### config.mk
export PLATFORM = sky130hd
export DESIGN_NAME = register_interpreter
export DESIGN_NICKNAME = d
export VERILOG_FILES = /design/src/rtl/register_interpreter.sv
export SDC_FILE = /design/constraint.sdc
export NUM_CORES = 1
export LEC_CHECK = 0
export ABC_AREA = 0
export BUFFER_PORTS_ARGS = -buffer_cell sky130_fd_sc_hd__buf_4
export CELL_PAD_IN_SITES_DETAIL_PLACEMENT = 1
export CELL_PAD_IN_SITES_GLOBAL_PLACEMENT = 1
export CORE_ASPECT_RATIO = 0.75
export CORE_UTILIZATION = 47
export DETAILED_ROUTE_END_ITERATION = 12
export PLACE_DENSITY = 0.82
export SLEW_MARGIN = 20
export SYNTH_ARGS = -nofsm -noshare
export SYNTH_HDL_FRONTEND = slang
export SYNTH_SLANG_ARGS = --single-unit
### constraint.sdc
create_clock -name clk_in -period 4.7 [get_ports clk_in]
set_input_delay 0.235 -clock clk_in [delete_from_list [all_inputs] [get_ports clk_in]]
set_output_delay 0.235 -clock clk_in [all_outputs]
set_load 0.005 [all_outputs]
### src/rtl/register_interpreter.sv
// register_interpreter: decodes a streamed RISC-V register operand ("x5", "sp", "s11", ...) into x0..x31.
// Latency: reg_index and done_flag are valid the cycle after the terminating delimiter is accepted.
// Backpressure: none; a character is consumed whenever valid_data and new_character are both high.
//
// Ports:
//   clk_in          rising-edge clock
//   rst_in          synchronous active-low reset
//   valid_data      token framing; low aborts to IDLE on the next edge
//   new_character   incoming_ascii carries a fresh character this cycle
//   incoming_ascii  8-bit ASCII character
//   reg_index       last successfully decoded register number (held across errors/aborts)
//   done_flag       one-cycle pulse while in RETURN
//   error_flag      high while in ERROR (sticky until valid_data drops or reset)
//   busy_flag       high whenever the FSM is not IDLE
//
// Configuration: define ABI_NAMES_EN to also accept ABI register names (zero, ra, sp, a0, s11, ...).
// Parameter ACCEPT_PAREN=1 makes ")" a valid delimiter for load/store operands like "4(x2)".
module register_interpreter #(
    parameter int ACCEPT_PAREN = 1
) (
    input  logic       clk_in,
    input  logic       rst_in,
    input  logic       valid_data,
    input  logic       new_character,
    input  logic [7:0] incoming_ascii,
    output logic [4:0] reg_index,
    output logic       done_flag,
    output logic       error_flag,
    output logic       busy_flag
);

    typedef enum logic [1:0] {
        S_IDLE   = 2'd0,
        S_ACCUM  = 2'd1,
        S_RETURN = 2'd2,
        S_ERROR  = 2'd3
    } state_t;

    state_t      state_q;
    // Characters are shifted in at the low byte, so a complete token lines up
    // with a right-justified string literal ("sp" == 32'h0000_7370).
    logic [31:0] buf_q;
    logic [2:0]  cnt_q;
    logic [4:0]  idx_q;

    logic [7:0]  lc_char;
    logic        is_letter;
    logic        is_digit;
    logic        is_alnum;
    logic        is_space;
    logic        is_delim;

    // Character classification on the lower-cased input.
    always_comb begin
        lc_char = incoming_ascii;
        if (incoming_ascii >= "A" && incoming_ascii <= "Z") begin
            lc_char = incoming_ascii | 8'h20;
        end
        is_letter = (lc_char >= "a") && (lc_char <= "z");
        is_digit  = (lc_char >= "0") && (lc_char <= "9");
        is_alnum  = is_letter || is_digit;
        is_space  = (lc_char == 8'h20);
        is_delim  = is_space || (lc_char == ",") || (lc_char == 8'h0A) ||
                    ((ACCEPT_PAREN != 0) && (lc_char == ")"));
    end

    // Name decode of the buffered token.
    logic [3:0]  d_lo;
    logic [3:0]  d_hi;
    logic        lo_dig;
    logic        hi_dig;
    logic [6:0]  num_val;
    logic        name_legal;
    logic [4:0]  name_idx;

`ifdef ABI_NAMES_EN
    logic        abi_legal;
    logic [4:0]  abi_idx;

    always_comb begin
        abi_legal = 1'b0;
        abi_idx   = 5'd0;
        if (buf_q == "zero") begin
            abi_legal = 1'b1;
            abi_idx   = 5'd0;
        end else if (buf_q[31:16] == 16'h0) begin
            case (buf_q[15:0])
                "ra": begin abi_legal = 1'b1; abi_idx = 5'd1; end
                "sp": begin abi_legal = 1'b1; abi_idx = 5'd2; end
                "gp": begin abi_legal = 1'b1; abi_idx = 5'd3; end
                "tp": begin abi_legal = 1'b1; abi_idx = 5'd4; end
                "fp": begin abi_legal = 1'b1; abi_idx = 5'd8; end
                default: begin
                    if (lo_dig) begin
                        case (buf_q[15:8])
                            "t": begin
                                if (d_lo <= 4'd2) begin
                                    abi_legal = 1'b1;
                                    abi_idx   = 5'd5 + {1'b0, d_lo};
                                end else if (d_lo <= 4'd6) begin
                                    abi_legal = 1'b1;
                                    abi_idx   = 5'd25 + {1'b0, d_lo};
                                end
                            end
                            // s0/s1 map to 8/9; s2..s9 jump to 18..25.
                            "s": begin
                                abi_legal = 1'b1;
                                abi_idx   = (d_lo < 4'd2) ? (5'd8 + {1'b0, d_lo})
                                                          : (5'd16 + {1'b0, d_lo});
                            end
                            "a": begin
                                if (d_lo <= 4'd7) begin
                                    abi_legal = 1'b1;
                                    abi_idx   = 5'd10 + {1'b0, d_lo};
                                end
                            end
                            default: ;
                        endcase
                    end
                end
            endcase
        end else if (buf_q[31:24] == 8'h0 && buf_q[23:8] == "s1" &&
                     (buf_q[7:0] == "0" || buf_q[7:0] == "1")) begin
            abi_legal = 1'b1;
            abi_idx   = 5'd26 + {1'b0, d_lo};
        end
    end
`endif

    always_comb begin
        d_lo       = buf_q[3:0];
        d_hi       = buf_q[11:8];
        lo_dig     = (buf_q[7:0] >= "0") && (buf_q[7:0] <= "9");
        hi_dig     = (buf_q[15:8] >= "0") && (buf_q[15:8] <= "9");
        num_val    = {3'b0, d_hi} * 7'd10 + {3'b0, d_lo};
        name_legal = 1'b0;
        name_idx   = 5'd0;
        if (buf_q[31:16] == 16'h0 && buf_q[15:8] == "x" && lo_dig) begin
            name_legal = 1'b1;
            name_idx   = {1'b0, d_lo};
        end else if (buf_q[31:24] == 8'h0 && buf_q[23:16] == "x" && hi_dig && lo_dig &&
                     buf_q[15:8] != "0" && num_val <= 7'd31) begin
            // Two-digit form: no leading zero, value capped at 31.
            name_legal = 1'b1;
            name_idx   = num_val[4:0];
        end
`ifdef ABI_NAMES_EN
        else if (abi_legal) begin
            name_legal = 1'b1;
            name_idx   = abi_idx;
        end
`endif
    end

    logic [31:0] buf_d;
    assign buf_d = {buf_q[23:0], lc_char};

    always_ff @(posedge clk_in) begin
        if (!rst_in) begin
            state_q <= S_IDLE;
            buf_q   <= 32'h0;
            cnt_q   <= 3'd0;
            idx_q   <= 5'd0;
        end else if (!valid_data) begin
            state_q <= S_IDLE;
            buf_q   <= 32'h0;
            cnt_q   <= 3'd0;
        end else begin
            case (state_q)
                // RETURN behaves like IDLE for the incoming character so
                // back-to-back tokens lose nothing.
                S_IDLE, S_RETURN: begin
                    state_q <= S_IDLE;
                    if (new_character) begin
                        if (is_space) begin
                            state_q <= S_IDLE;
                        end else if (is_alnum) begin
                            state_q <= S_ACCUM;
                            buf_q   <= {24'h0, lc_char};
                            cnt_q   <= 3'd1;
                        end else begin
                            state_q <= S_ERROR;
                        end
                    end
                end
                S_ACCUM: begin
                    if (new_character) begin
                        if (is_alnum) begin
                            if (cnt_q < 3'd4) begin
                                buf_q <= buf_d;
                                cnt_q <= cnt_q + 3'd1;
                            end else begin
                                state_q <= S_ERROR;
                            end
                        end else if (is_delim && name_legal) begin
                            state_q <= S_RETURN;
                            idx_q   <= name_idx;
                        end else begin
                            state_q <= S_ERROR;
                        end
                    end
                end
                default: state_q <= S_ERROR;
            endcase
        end
    end

    assign reg_index  = idx_q;
    assign done_flag  = (state_q == S_RETURN);
    assign error_flag = (state_q == S_ERROR);
    assign busy_flag  = (state_q != S_IDLE);

endmodule

==> flow_summary.toml <==
[run_status]
status = "finished clean"

[critical_path]
cp.arrival_ps = 3390
max_stage_delay_ps = 550
crit_type = "reg2reg"
worstPathRequired_ps = 4930
cpMostUsedCell = "ha_1"
reg2reg_slack_ps = 1540
critPathLaunchType = "flop"
crit_chain = "ha_1, ha_1, inv_1, fa_1, or3_1, a211oi_4, a21oi_2, or4b_1, a21boi_1"
crit_fanout = 6
cpMaxStageDelayCell = "or4b_1"
endpoint_kind = "flop"

[synth]
synth_area_leaders = "dfxtp_1 (39%), nand2_1 (9.1%), a21oi_1 (8.4%), nand3_1 (7.0%), ha_1 (4.7%)"
yosysTopAreaCell = "dfxtp_1"
yosysWarnings = 0
yosysTopAreaCellShare_pct = 39.3
synth_top_flop_cell = "dfxtp_1"
synth_seq_area_share_pct = 39.3
syn-num-nets = 286
syn_avg_cell_area_sq_um = 8.11
synth_edf_count = 0
synth_seq_cells = 42
synth-async-reset-ratio_pct = 0
syn_inst = 264
syn_area_sq_um = 2140
synth_cell_type_count = 49

[place]
dp.cells = 326
place_hpwl_um = 3860
port_buffers = 19
gp_congestion = 0.828

[route]
vias_per_cell = 5.92
wirelength_um = 5780
drcViolationCount = 0
vias = 1978
first_pass_iters = 4
avgRoutedWirePerCell_um = 17.3
drtAntennaViolNets = 0
drt-initial-drc-count = 92

[finish]
ff_latch_area_sq_um = 841
syn2layout_area_growth_pct = 12.7
layout-drive-gt1-share_pct = 12.9
fin_nets = 300
final.fill_count = 522
fin_cells = 334
multi_input_area_sq_um = 1200
diodes = 0

[sta]
worst_pin_slew_ps = 1070
hold_violations = 0
period_needed_ps = 3160
slew_viol_final = 0
fmax_mhz = 317
setup_viol = 0
skew_ps = 5.25
whs_ps = 207
post-route-period-util_pct = 67.1
setup_tns_ps = 0
rsz0062_at_grt = "false"
max-slew-margin-rel_pct = 28.5

[clock_tree]
max-clock-path-buffers = 2
path_clk_slew_ps = 90
cts.hold.buffers_added = 0
cts-buffers-inserted = 5
post_cts_resized = 0
htree_num_levels = 2
cts_tree = "built"
clock-root-buffer = "clkbuf_8"
cts_sinks = 42
clk_latency_ps = 300
postCtsSetupBuffers = 0

[job]
cap_violations = 0

[die]
die_h_um = 60.5
pin_count = 20
dieArea_sq_um = 4830
design.core.area_sq_um = 4200
initial_core_util_pct = 50.9
die_w_um = 79.9
rows = 20

[global_route]
grt_max_degree = 38
grt_pass1_wl_um = 9490
gr-usage-all-layers_pct = 26.0
grt_pass1_vias = 1926
grt_antenna_before_repair = 0
grt-ovfl-total = 0

[power]
p_leak_nw = 0.823
power_density_nw_per_um2 = 292
ir_worst_vdd_mv = 0.189

[worst_hold_path]
min_path_type = "in2reg"
[worst max-delay path, delay by kind of cell (launching register included)]
kind | cells | cell delay, ps
and+or+nand+nor | 2 | 960
AOI/OAI and AO/OA | 3 | 650
DFF | 1 | 480
adders and majority gates | 3 | 910
buffers and inverters | 1 | 70
[report_power, final]
part | total [mW] | switching, mW | internal [mW]
registers | 0.360 | 0.00235 | 0.358
clock network | 0.290 | 0.131 | 0.159
logic | 0.0538 | 0.0361 | 0.0177
[logic make-up after synthesis]
family          synth area share, %
compound gates                 17.9
xor+xnor                       2.05
fa+ha+maj                      6.55
buf+inv                        4.62
flops                          39.3
mux                            1.87
simple gates                   27.8
[final timing paths]
| kind | start | to | cells after the start |
|---|---|---|---|
| max | buf_q[9] | reg_index[0] | 9 |
| min | incoming_ascii[6] | buf_q[6] | 3 |
| max reg2reg | buf_q[9] | reg_index[0] | 9 |
| min reg2reg | reg_index[2] | reg_index[2] | 2 |
[cells in the final DEF, fill, tap and decap left out, types with 3 or more instances in the layout]
master / n
nor2_1: 9
xnor2_1: 3
nor4_1: 5
nand3_1: 30
inv_1: 7
dfxtp_1: 42
nand3b_1: 3
a21oi_1: 36
ha_1: 8
buf_4: 22
nor3_1: 3
clkbuf_8: 5
a32o_1: 3
nand4_1: 3
mux2i_1: 4
o21ai_0: 6
nand2_1: 52
[Yosys cell counts (2+ instances only)]
cell type	count
xor2_1	2
nand2_1	52
nand3_1	30
clkbuf_1	5
nor2_1	9
xnor2_1	3
a32o_1	3
nand4_1	3
nand3b_1	3
a21oi_1	36
a211oi_1	2
a21o_1	2
ha_1	8
buf_1	2
dfxtp_1	42
buf_2	7
nand2b_1	2
nor3_1	3
o21ai_0	6
nor4_1	5
inv_1	7
mux2i_1	4
fa_1	2
[sequential cells by signal, indices dropped and copies added (netlist names)]
name and cells:
state_q 2, buf_q 32, cnt_q 3, reg_index 5
[per-layer routing]
layer / vias to the layer above / share of wire (%) / GRT usage (%) / wire [um]
li1: 964 / - / - / -
met1: 984 / 49 / 34.9 / 2840
met2: 21 / 48 / 43.6 / 2770
met3: 9 / 1.7 / 4.66 / 99
met4: 0 / 1.1 / 7.40 / 63
met5: - / 0 / 0 / 0
[through the flow]
step	power [mW]	area [sq um]	setup WS, ps	utilization [%]
after floorplan	0.401	2140	1810	-
after global placement	0.420	2300	1710	54.8
after detailed placement	0.421	2300	1560	54.8
after CTS	0.704	2410	1540	57.4
after global routing	0.729	2410	1400	57.4
final	0.704	2410	1540	57.4
[layout make-up]
cell class | instances | share of cell area (%)
sequential | 42 | 34.9
tap | 55 | 2.85
timing repair buffer | 22 | 6.85
multi-input combinational | 200 | 49.8
clock buffer | 6 | 3.01
clock inverter | 2 | 1.56
inverter | 7 | 1.09
No activity file was read; power rests on OpenSTA's default activity.
